## src/rtl/run_seq_pkg.sv

```systemverilog
// Shared types and defaults for the run sequencer slice.
package run_seq_pkg;

    localparam int unsigned PC_W_DEF   = 10;
    localparam int unsigned CNT_W_DEF  = 16;
    // INIT phase length is limited to 1..15 cycles, so 4 bits always suffice.
    localparam int unsigned INIT_CNT_W = 4;

    typedef enum logic [1:0] {
        IDLE = 2'd0,
        INIT = 2'd1,
        RUN  = 2'd2,
        DONE = 2'd3
    } run_state_t;

endpackage

```

## src/rtl/run_sequencer_if.sv

```systemverilog
// Request/core-control bundle between top_level, the core and the run sequencer.
// master: requester/core side, slave: the sequencer itself.
interface run_sequencer_if
    import run_seq_pkg::*;
#(
    parameter int unsigned PC_W  = PC_W_DEF,
    parameter int unsigned CNT_W = CNT_W_DEF
);

    logic             req;
    logic             abort;
    logic [PC_W-1:0]  start_pc;
    logic             halt;
    logic             pc_load;
    logic [PC_W-1:0]  pc_init;
    logic             run_en;
    logic             done;
    logic             timeout;
    logic [CNT_W-1:0] cycle_cnt;

    modport master (
        output req, abort, start_pc, halt,
        input  pc_load, pc_init, run_en, done, timeout, cycle_cnt
    );

    modport slave (
        input  req, abort, start_pc, halt,
        output pc_load, pc_init, run_en, done, timeout, cycle_cnt
    );

endinterface

```

## src/rtl/run_sequencer_sat_counter.sv

```systemverilog
// Saturating up-counter with synchronous clear (clear wins over enable).
module sat_counter #(
    parameter int unsigned W = 16
) (
    input  logic         clk,
    input  logic         reset,
    input  logic         clr,
    input  logic         en,
    output logic [W-1:0] cnt_q
);

    logic [W-1:0] cnt_d;

    // Next count: clear, or increment until all-ones and then hold.
    always_comb begin
        cnt_d = cnt_q;
        if (clr) begin
            cnt_d = '0;
        end else if (en && (cnt_q != '1)) begin
            cnt_d = cnt_q + W'(1);
        end
    end

    // Count register.
    always_ff @(posedge clk or posedge reset) begin
        if (reset) begin
            cnt_q <= '0;
        end else begin
            cnt_q <= cnt_d;
        end
    end

endmodule

```

## src/rtl/run_sequencer.sv

```systemverilog
// run_sequencer: turns a top-level req into INIT (PC preload) -> RUN -> DONE,
// drives core pc_load/run_en and measures run length in cycle_cnt.
// Optional watchdog: define RUN_WATCHDOG_EN to end a RUN after MAX_CYCLES
// cycles with timeout=1; otherwise timeout stays 0.
module run_sequencer
    import run_seq_pkg::*;
#(
    parameter int unsigned PC_W        = PC_W_DEF,
    parameter int unsigned CNT_W       = CNT_W_DEF,
`ifdef RUN_WATCHDOG_EN
    parameter int unsigned MAX_CYCLES  = 50000,
`endif
    parameter int unsigned INIT_CYCLES = 2
) (
    input  logic            clk,
    input  logic            reset,
    run_sequencer_if.slave  bus
);

    run_state_t            state_q, state_d;
    logic [PC_W-1:0]       pc_init_q, pc_init_d;
    logic                  pc_load_q, pc_load_d;
    logic                  run_en_q, run_en_d;
    logic                  done_q, done_d;
    logic                  timeout_q, timeout_d;

    logic                  cnt_clr, cnt_en;
    logic [CNT_W-1:0]      cycle_cnt;
    logic                  init_clr, init_en;
    logic [INIT_CNT_W-1:0] init_cnt;

    // Run-length counter: counts every RUN cycle, saturating.
    sat_counter #(.W(CNT_W)) u_cycle_cnt (
        .clk   (clk),
        .reset (reset),
        .clr   (cnt_clr),
        .en    (cnt_en),
        .cnt_q (cycle_cnt)
    );

    // INIT phase length counter.
    sat_counter #(.W(INIT_CNT_W)) u_init_cnt (
        .clk   (clk),
        .reset (reset),
        .clr   (init_clr),
        .en    (init_en),
        .cnt_q (init_cnt)
    );

    // Next-state, captured start address, counter controls and Moore outputs.
    always_comb begin
        state_d   = state_q;
        pc_init_d = pc_init_q;
        timeout_d = timeout_q;
        cnt_clr   = 1'b0;
        cnt_en    = 1'b0;
        init_clr  = 1'b0;
        init_en   = 1'b0;

        case (state_q)
            IDLE, DONE: begin
                // A new run restarts from INIT; done drops on this same edge.
                if (bus.req) begin
                    pc_init_d = bus.start_pc;
                    timeout_d = 1'b0;
                    cnt_clr   = 1'b1;
                    init_clr  = 1'b1;
                    state_d   = INIT;
                end
            end
            INIT: begin
                if (bus.abort) begin
                    timeout_d = 1'b0;
                    state_d   = IDLE;
                end else if (init_cnt == INIT_CNT_W'(INIT_CYCLES - 1)) begin
                    state_d = RUN;
                end else begin
                    init_en = 1'b1;
                end
            end
            RUN: begin
                // Every RUN cycle is counted, including the one that leaves RUN.
                cnt_en = 1'b1;
                if (bus.abort) begin
                    timeout_d = 1'b0;
                    state_d   = IDLE;
                end else if (bus.halt) begin
                    timeout_d = 1'b0;
                    state_d   = DONE;
`ifdef RUN_WATCHDOG_EN
                end else if (cycle_cnt >= CNT_W'(MAX_CYCLES - 1)) begin
                    timeout_d = 1'b1;
                    state_d   = DONE;
`endif
                end
            end
            default: begin
                state_d = IDLE;
            end
        endcase

        pc_load_d = (state_d == INIT);
        run_en_d  = (state_d == RUN);
        done_d    = (state_d == DONE);
    end

    // State and registered outputs.
    always_ff @(posedge clk or posedge reset) begin
        if (reset) begin
            state_q   <= IDLE;
            pc_init_q <= '0;
            pc_load_q <= 1'b0;
            run_en_q  <= 1'b0;
            done_q    <= 1'b0;
            timeout_q <= 1'b0;
        end else begin
            state_q   <= state_d;
            pc_init_q <= pc_init_d;
            pc_load_q <= pc_load_d;
            run_en_q  <= run_en_d;
            done_q    <= done_d;
            timeout_q <= timeout_d;
        end
    end

    assign bus.pc_load   = pc_load_q;
    assign bus.pc_init   = pc_init_q;
    assign bus.run_en    = run_en_q;
    assign bus.done      = done_q;
    assign bus.timeout   = timeout_q;
    assign bus.cycle_cnt = cycle_cnt;

endmodule

```

## src/flat_wrapper.sv

```systemverilog
// flat-port wrapper written by rule: the top's interface ports become plain ports
module run_sequencer_flat import run_seq_pkg::*;
#(
    parameter int unsigned PC_W        = PC_W_DEF,
    parameter int unsigned CNT_W       = CNT_W_DEF,

    parameter int unsigned INIT_CYCLES = 2
)
  (clk, reset, bus_req, bus_abort, bus_start_pc, bus_halt, bus_pc_load, bus_pc_init, bus_run_en, bus_done, bus_timeout, bus_cycle_cnt);
  run_sequencer_if #(.PC_W(PC_W), .CNT_W(CNT_W)) bus_i ();
  input  logic clk;
  input  logic reset;
  input wire logic [$bits(bus_i.req)-1:0] bus_req;
  input wire logic [$bits(bus_i.abort)-1:0] bus_abort;
  input wire logic [$bits(bus_i.start_pc)-1:0] bus_start_pc;
  input wire logic [$bits(bus_i.halt)-1:0] bus_halt;
  output wire logic [$bits(bus_i.pc_load)-1:0] bus_pc_load;
  output wire logic [$bits(bus_i.pc_init)-1:0] bus_pc_init;
  output wire logic [$bits(bus_i.run_en)-1:0] bus_run_en;
  output wire logic [$bits(bus_i.done)-1:0] bus_done;
  output wire logic [$bits(bus_i.timeout)-1:0] bus_timeout;
  output wire logic [$bits(bus_i.cycle_cnt)-1:0] bus_cycle_cnt;
  assign bus_i.req = bus_req;
  assign bus_i.abort = bus_abort;
  assign bus_i.start_pc = bus_start_pc;
  assign bus_i.halt = bus_halt;
  assign bus_pc_load = bus_i.pc_load;
  assign bus_pc_init = bus_i.pc_init;
  assign bus_run_en = bus_i.run_en;
  assign bus_done = bus_i.done;
  assign bus_timeout = bus_i.timeout;
  assign bus_cycle_cnt = bus_i.cycle_cnt;
  run_sequencer #(.PC_W(PC_W), .CNT_W(CNT_W), .INIT_CYCLES(INIT_CYCLES)) u_core (.clk(clk), .reset(reset), .bus(bus_i));
endmodule
```

## config.mk

```make
export PLATFORM = sky130hd
export DESIGN_NAME = run_sequencer_flat
export DESIGN_NICKNAME = d
export VERILOG_FILES = /design/src/rtl/run_seq_pkg.sv /design/src/rtl/run_sequencer_if.sv /design/src/rtl/run_sequencer_sat_counter.sv /design/src/rtl/run_sequencer.sv /design/src/flat_wrapper.sv
export SDC_FILE = /design/constraint.sdc
export NUM_CORES = 1
export LEC_CHECK = 0
export CORE_MARGIN = 5
export CORE_UTILIZATION = 50
export DETAILED_ROUTE_END_ITERATION = 12
export PLACE_DENSITY = 0.79
export SLEW_MARGIN = 20
export SYNTH_ARGS = -nofsm -noshare
export SYNTH_HDL_FRONTEND = slang
export SYNTH_SLANG_ARGS = --single-unit
```

## constraint.sdc

```tcl
create_clock -name clk -period 3.4 [get_ports clk]
set_input_delay 0.68 -clock clk [delete_from_list [all_inputs] [get_ports clk]]
set_output_delay 0.68 -clock clk [all_outputs]
set_load 0.01 [all_outputs]
```

==> results.md, run 1 <==
- Critical-path top delay cell: clkdlybuf4s50_1
- Met3 WL: roughly 210 µm
- Leading register cell type out of synthesis: dfrtp_1
- Yosys top cell area share: 0.506
- Share of cells above drive strength 1: 0.0596
- Startpoint types: register
- Most frequent cells in the layout: nand2_1 (43), clkdlybuf4s50_1 (43), dfrtp_1 (35)
- Min cycle time layout: between 2000 and 2500 ps
- Hold Crit Class: reg -> reg
- Synth warnings: 0
- Die height: 68.8 µm
- GP Congestion: about 0.82
- Num ports: between 40 and 50
- Cells after Synth: 190
- Max incr delay on CP: 590 ps
- Design Area, Final: about 2200 µm²
- Num rows: 21
- H-tree depth: 2
- WP data required: about 2700 ps
- DR DRC count: 0
- Layout Skew: ~8.0 ps
- Pin count of the biggest net entering global routing: 36
- Global-route wire length before repair: 6240 µm
- RSZ-0062 raised after global routing: no
- Starting DRT DRC Count: 91
- Crit-path cells: clkdlybuf4s50_1
- Hold buffers post-CTS: 0
- WL final: ~3600 µm
- Post-synth EDFFs: 0
- CTS tree: built
- Maximum VDD drop: approximately 0.43 mV
- #FFs+latches synth: 35
- Status: finished, final reports clean
- DR vias/cell: a little under 5
- Synth cell types: 35
- Tcrit/Tclk final: 0.609
- Post-DP Area: ~2200 µm²
- Post-route insts no fill: about 280
- Vias: between 1000 and 1500
- Asr flop ratio synth: 1.00
- Crit-path leading delay family: buffers and inverters
- GRT overflow: 0
- Antenna diodes: 0
- Post-DP HPWL: 2670 µm
- Routed Antenna Nets: 0
- Clock root cell: clkbuf_4
- Nets@finish: approximately 260
- Max_cap viols: 0
- Initial antenna violation count: 0
- CP Capture Type: output port
- Post-CTS Setup Bufs: 0
- Max FO, Critical Path: 6
- Post_cts resized: 0
- Mean post-synth cell area: a little over 9 µm²
- Post-Syn Nets: 210
- Port Buffer Count: 43
- Top cells by area, synth: dfrtp_1 (51%), nand2_1 (9.3%), nor2_1 (6.5%)
- Final core utilization: 0.673
- Die span in x: 68.8 µm
- Clk slew on worst S/H paths: 90 ps
- Vias in the first global route: between 1000 and 1500
- Post-Syn Area: about 1700 µm²
- GRT Util Overall: 0.179
- Core ar.: 3340 µm²
- Drt pass-1 iters: 4
- Met2 wire len: ~1900 µm
- Arrival time worst endpoint: 1390 ps
- Max Freq: 483 MHz
- Leading area contributor after synthesis: dfrtp_1
- WP buf/inv: 1
- Placed cells: between 200 and 300
- Initial core utilization: 0.519
- Clock Path Buffers: 2
- CTS buffer count: 5
- Die area: ~4700 µm²
- WL per Instance: approximately 13 µm
- Setup TNS: 0 ps
- Critical setup path kind: reg -> out
- Met1 WL: ~1500 µm
- Clk Latency, worst-skew pair: roughly 330 ps
- Max Used Layer: met4
- Static leakage: a little over 1 nW
- Sink Count: 35
- Post-synthesis sequential area ratio: 0.506
- Setup violators final: 0
- Final Max Slew Viols: 0
- Final Hold Vio Count: 0
- Synth-to-layout area growth: 29.9%
- Power Density: 559 nW/µm²
-- layout make-up --
type | instances | area, µm²
Clock buffer | 6 | 41.3
Fill cell | 298 | 1090
Inverter | 9 | 33.8
Multi-Input combinational cell | 140 | 793
Sequential cell | 35 | 876
Tap cell | 46 | 57.6
Timing Repair Buffer | 45 | 445
-- final timing paths --
kind | cells past startpoint | slack (ps) | from | end
max | 1 | 1330 | u_core.u_cycle_cnt.cnt_q[9]$_DFFE_PP0P_ | bus_cycle_cnt[9]
min | 2 | 480 | u_core.bus.pc_init[5]$_DFFE_PP0P_ | u_core.bus.pc_init[5]$_DFFE_PP0P_
max reg2reg | 7 | 1560 | u_core.state_q[0]$_DFF_PP0_ | u_core.u_cycle_cnt.cnt_q[15]$_DFFE_PP0P_
min reg2reg | 2 | 480 | u_core.bus.pc_init[5]$_DFFE_PP0P_ | u_core.bus.pc_init[5]$_DFFE_PP0P_
max in group asynchronous | 3 | 2360 | reset | u_core.u_cycle_cnt.cnt_q[14]$_DFFE_PP0P_
min in group asynchronous | 3 | 730 | reset | u_core.u_cycle_cnt.cnt_q[8]$_DFFE_PP0P_
-- per-layer routing --
layer,track usage,vias to the layer above
met2,0.290,34
li1,-,712
met3,0.0502,8
met4,0.0900,0
met5,0,-
met1,0.218,641
-- cells by family after synthesis --
| group | share of synthesized area |
|---|---|
| AO/OA/AOI/OAI | 0.0687 |
| XOR/XNOR | 0.0709 |
| adder cells (fa/ha/maj) | 0.0362 |
| buffers and inverters | 0.0354 |
| flip-flops | 0.506 |
| multiplexers | 0.00578 |
| other | 0.00217 |
| AND/OR/NAND/NOR | 0.275 |
-- cell usage after synthesis, drive strengths merged, types with 2 or more instances --
cell type and n:
a21oi 7, nand4 2, dfrtp 35, nor3b 2, nor2 30, inv 9
nand2 43, nor4 4, and3 2, a211oi 3, xor2 2, o21ai 5
xnor2 12, clkbuf 3, nand3 7, ha 5, buf 3, nor3 5
-- where the power goes --
| group | leakage [nW] | switching (W) | total, W | internal [W] |
|---|---|---|---|---|
| registers | 0.467 | 0.0000569 | 0.000565 | 0.000508 |
| clock network | 0.0242 | 0.000127 | 0.000201 | 0.0000735 |
| logic | 0.517 | 0.000259 | 0.000489 | 0.000230 |
| total | 1.01 | 0.000444 | 0.00126 | 0.000812 |
-- flip-flops by register name, summed over array words and instances (netlist names) --
| signal | count |
|---|---|
| u_core.bus.pc_load | 1 |
| u_core.u_cycle_cnt.cnt_q | 16 |
| u_core.bus.run_en | 1 |
| u_core.state_q | 2 |
| u_core.bus.done | 1 |
| u_core.bus.pc_init | 10 |
| u_core.u_init_cnt.cnt_q | 4 |
-- stage by stage --
stage	worst slack [ps]	hold WS [ps]	power [W]
finish	1330	482	0.00126
CTS	1300	488	0.00128
global placement	1360	457	0.00106
detailed placement	1320	464	0.00107
floorplan	1780	514	0.000841
global route	1250	522	0.00136
No activity file was read; power rests on OpenSTA's default activity.
==> run 2, diff against run 1 <==
Settings changed: CORE_UTILIZATION 50 to 48, PLACE_DENSITY 0.79 to 0.76.
Clock period 3.4 ns to 2.08 ns, I/O delays scaled along.
==> run 2 against run 1 <==
Critical path type unchanged. Combinational power is 67% higher. Register-to-register slack got worse by 1300 ps. Utilization fell by 0.78 points. Sequential power increased by 62%. Via count grew 2.4%. Clock skew shrank 3.1 ps. Global-route usage shrank 2.1 points.
==> results.md, run 2 (synthesized netlist as in run 1, its figures left out) <==
- Setup violators final: 0 (unchanged)
- Share of cells above drive strength 1: 0.0795 (was 0.0596)
- Post-CTS Setup Bufs: 0 (unchanged)
- Initial antenna violation count: 0 (unchanged)
- FF/Latch Area: 876 µm² (unchanged)
- Die area: 4910 µm² (was 4740 µm²)
- Clk slew on worst S/H paths: 100 ps (was 90 ps)
- Vias in the first global route: 1336 (was 1402)
- Max incr delay on CP: 580 ps (was 590 ps)
- Maximum VDD drop: 0.625 mV (was 0.431 mV)
- Routed Antenna Nets: 0 (unchanged)
- Clock Path Buffers: 2 (unchanged)
- WL per Instance: 12.7 µm (was 13.0 µm)
- Num ports: 45 (unchanged)
- WP buf/inv: 1 (unchanged)
- Max_cap viols: 0 (unchanged)
- GRT Util Overall: 0.159 (was 0.179)
- CP Capture Type: output port (unchanged)
- GP Congestion: 0.865 (was 0.816)
- Pin count of the biggest net entering global routing: 36 (unchanged)
- Layout Skew: 4.88 ps (was 8.01 ps)
- Max Freq: 551 MHz
- Static leakage: 1.03 nW (was 1.01 nW)
- Crit-path cells: clkdlybuf4s50_1 (unchanged)
- Clk Latency, worst-skew pair: 340 ps (was 330 ps)
- Hold buffers post-CTS: 0 (unchanged)
- Post_cts resized: 0 (unchanged)
- R2R setup slack: 280 ps (was 1560 ps)
- DR vias/cell: 5.01 (was 4.96)
- Reg2reg end: u_core.bus.run_en$_DFF_PP0_ (was u_core.u_cycle_cnt.cnt_q[15]$_DFFE_PP0P_)
- Final core utilization: 0.666 (was 0.673)
- Biggest register: u_core.u_cycle_cnt.cnt_q (unchanged)
- Initial core utilization: 0.507 (was 0.519)
- Port Buffer Count: 43 (unchanged)
- Setup TNS: 0 ps (unchanged)
- Antenna diodes: 0 (unchanged)
- Num rows: 21 (unchanged)
- Max FO, Critical Path: 7 (was 6)
- Startpoint types: register (unchanged)
- CTS tree: built (unchanged)
- Global-route wire length before repair: 6160 µm (was 6240 µm)
- Final Hold Vio Count: 0 (unchanged)
- Starting DRT DRC Count: 88 (was 91)
- Vias: 1429 (was 1395)
- Clock root cell: clkbuf_4 (unchanged)
- Status: finished, final reports clean (unchanged)
- Design Area, Final: 2270 µm² (was 2250 µm²)
- Crit-path leading delay family: buffers and inverters (unchanged)
- RSZ-0062 raised after global routing: no (unchanged)
- GRT overflow: 0 (unchanged)
- H-tree depth: 2 (unchanged)
- WP data required: 1660 ps (was 2720 ps)
- Die span in x: 70.0 µm (was 68.8 µm)
- Arrival time worst endpoint: 1400 ps (was 1390 ps)
- Synth-to-layout area growth: 31.4% (was 29.9%)
- CTS buffer count: 5 (unchanged)
- Filler cells: 301 (was 298)
- Sink Count: 35 (unchanged)
- Power Density: 919 nW/µm² (was 559 nW/µm²)
- Most frequent cells in the layout: nand2_1 (43), clkdlybuf4s50_1 (43), dfrtp_1 (35) (unchanged)
- Max FFs per register: 16 (unchanged)
- DR DRC count: 0 (unchanged)
- Hold slack final: 464 ps (was 482 ps)
- Area of the multi-input gates: 793 µm² (unchanged)
- Tcrit/Tclk final: 0.872
- Critical setup path kind: reg -> out (unchanged)
- Post-DP HPWL: 2740 µm (was 2670 µm)
- Post-DP Area: 2220 µm² (was 2210 µm²)
- Die height: 70.0 µm (was 68.8 µm)
- WL final: 3620 µm (was 3650 µm)
- Final Max Slew Viols: 0 (unchanged)
- Min cycle time layout: ~1800 ps
- Nets@finish: 258 (was 256)
- Drt pass-1 iters: 4 (unchanged)
- Worst r2r src: u_core.u_init_cnt.cnt_q[1]$_DFFE_PP0P_ (was u_core.state_q[0]$_DFF_PP0_)
- Core ar.: 3420 µm² (was 3340 µm²)
- Critical-path top delay cell: clkdlybuf4s50_1 (unchanged)
- R2R cell count: 8 (was 7)
- Hold Crit Class: in -> async (was reg -> reg)
[run 2: metal layers]
layer  up-vias  share of wire  track usage
li1        720              -            -
met1       679           0.43        0.187
met2        23           0.52        0.273
met3         7          0.036       0.0387
met4         0          0.021       0.0702
met5         -              0            0
[run 2: worst max path at each step]
stage / from / end / slack [ps] / depth (start not counted)
6_report: u_core.u_cycle_cnt.cnt_q[4]$_DFFE_PP0P_ / bus_cycle_cnt[4] / 270 / 1
5_1_grt: u_core.u_init_cnt.cnt_q[1]$_DFFE_PP0P_ / u_core.bus.run_en$_DFF_PP0_ / 130 / 8
4_1_cts: u_core.u_cycle_cnt.cnt_q[9]$_DFFE_PP0P_ / bus_cycle_cnt[9] / 250 / 1
3_5_place_dp: bus_abort / u_core.bus.run_en$_DFF_PP0_ / 270 / 6
3_3_place_gp: bus_abort / u_core.bus.run_en$_DFF_PP0_ / 310 / 6
2_1_floorplan: u_core.u_cycle_cnt.cnt_q[5]$_DFFE_PP0P_ / u_core.u_cycle_cnt.cnt_q[5]$_DFFE_PP0P_ / 460 / 6
[run 2: per-stage QoR]
step	total power [W]	setup slack (ps)	std cells
2_1_floorplan	0.00137	462	190
3_3_place_gp	0.00175	309	277
3_5_place_dp	0.00176	271	277
4_1_cts	0.00213	250	285
5_1_grt	0.00228	134	285
6_report	0.00209	266	285
[run 2: report_power, final]
| part | switching [W] | internal, W | total, W |
|---|---|---|---|
| logic | 0.000424 | 0.000395 | 0.000819 |
| clock network | 0.000228 | 0.000126 | 0.000354 |
| registers | 0.0000879 | 0.000830 | 0.000918 |
| total | 0.000740 | 0.00135 | 0.00209 |
[run 2: final cells by class]
class | count | share of cell area
Multi-Input combinational cell | 140 | 0.349
Inverter | 9 | 0.0149
Clock inverter | 3 | 0.00660
Tap cell | 46 | 0.0253
Timing Repair Buffer | 47 | 0.203
Sequential cell | 35 | 0.385
Clock buffer | 5 | 0.0165
==> run 3, diff against run 2 <==
Settings changed: CAP_MARGIN from default to 20, GPL_ROUTABILITY_DRIVEN from default to 0.
==> results of run 3 <==
No change in the layout: final DEF, timing and power equal those of run 2.
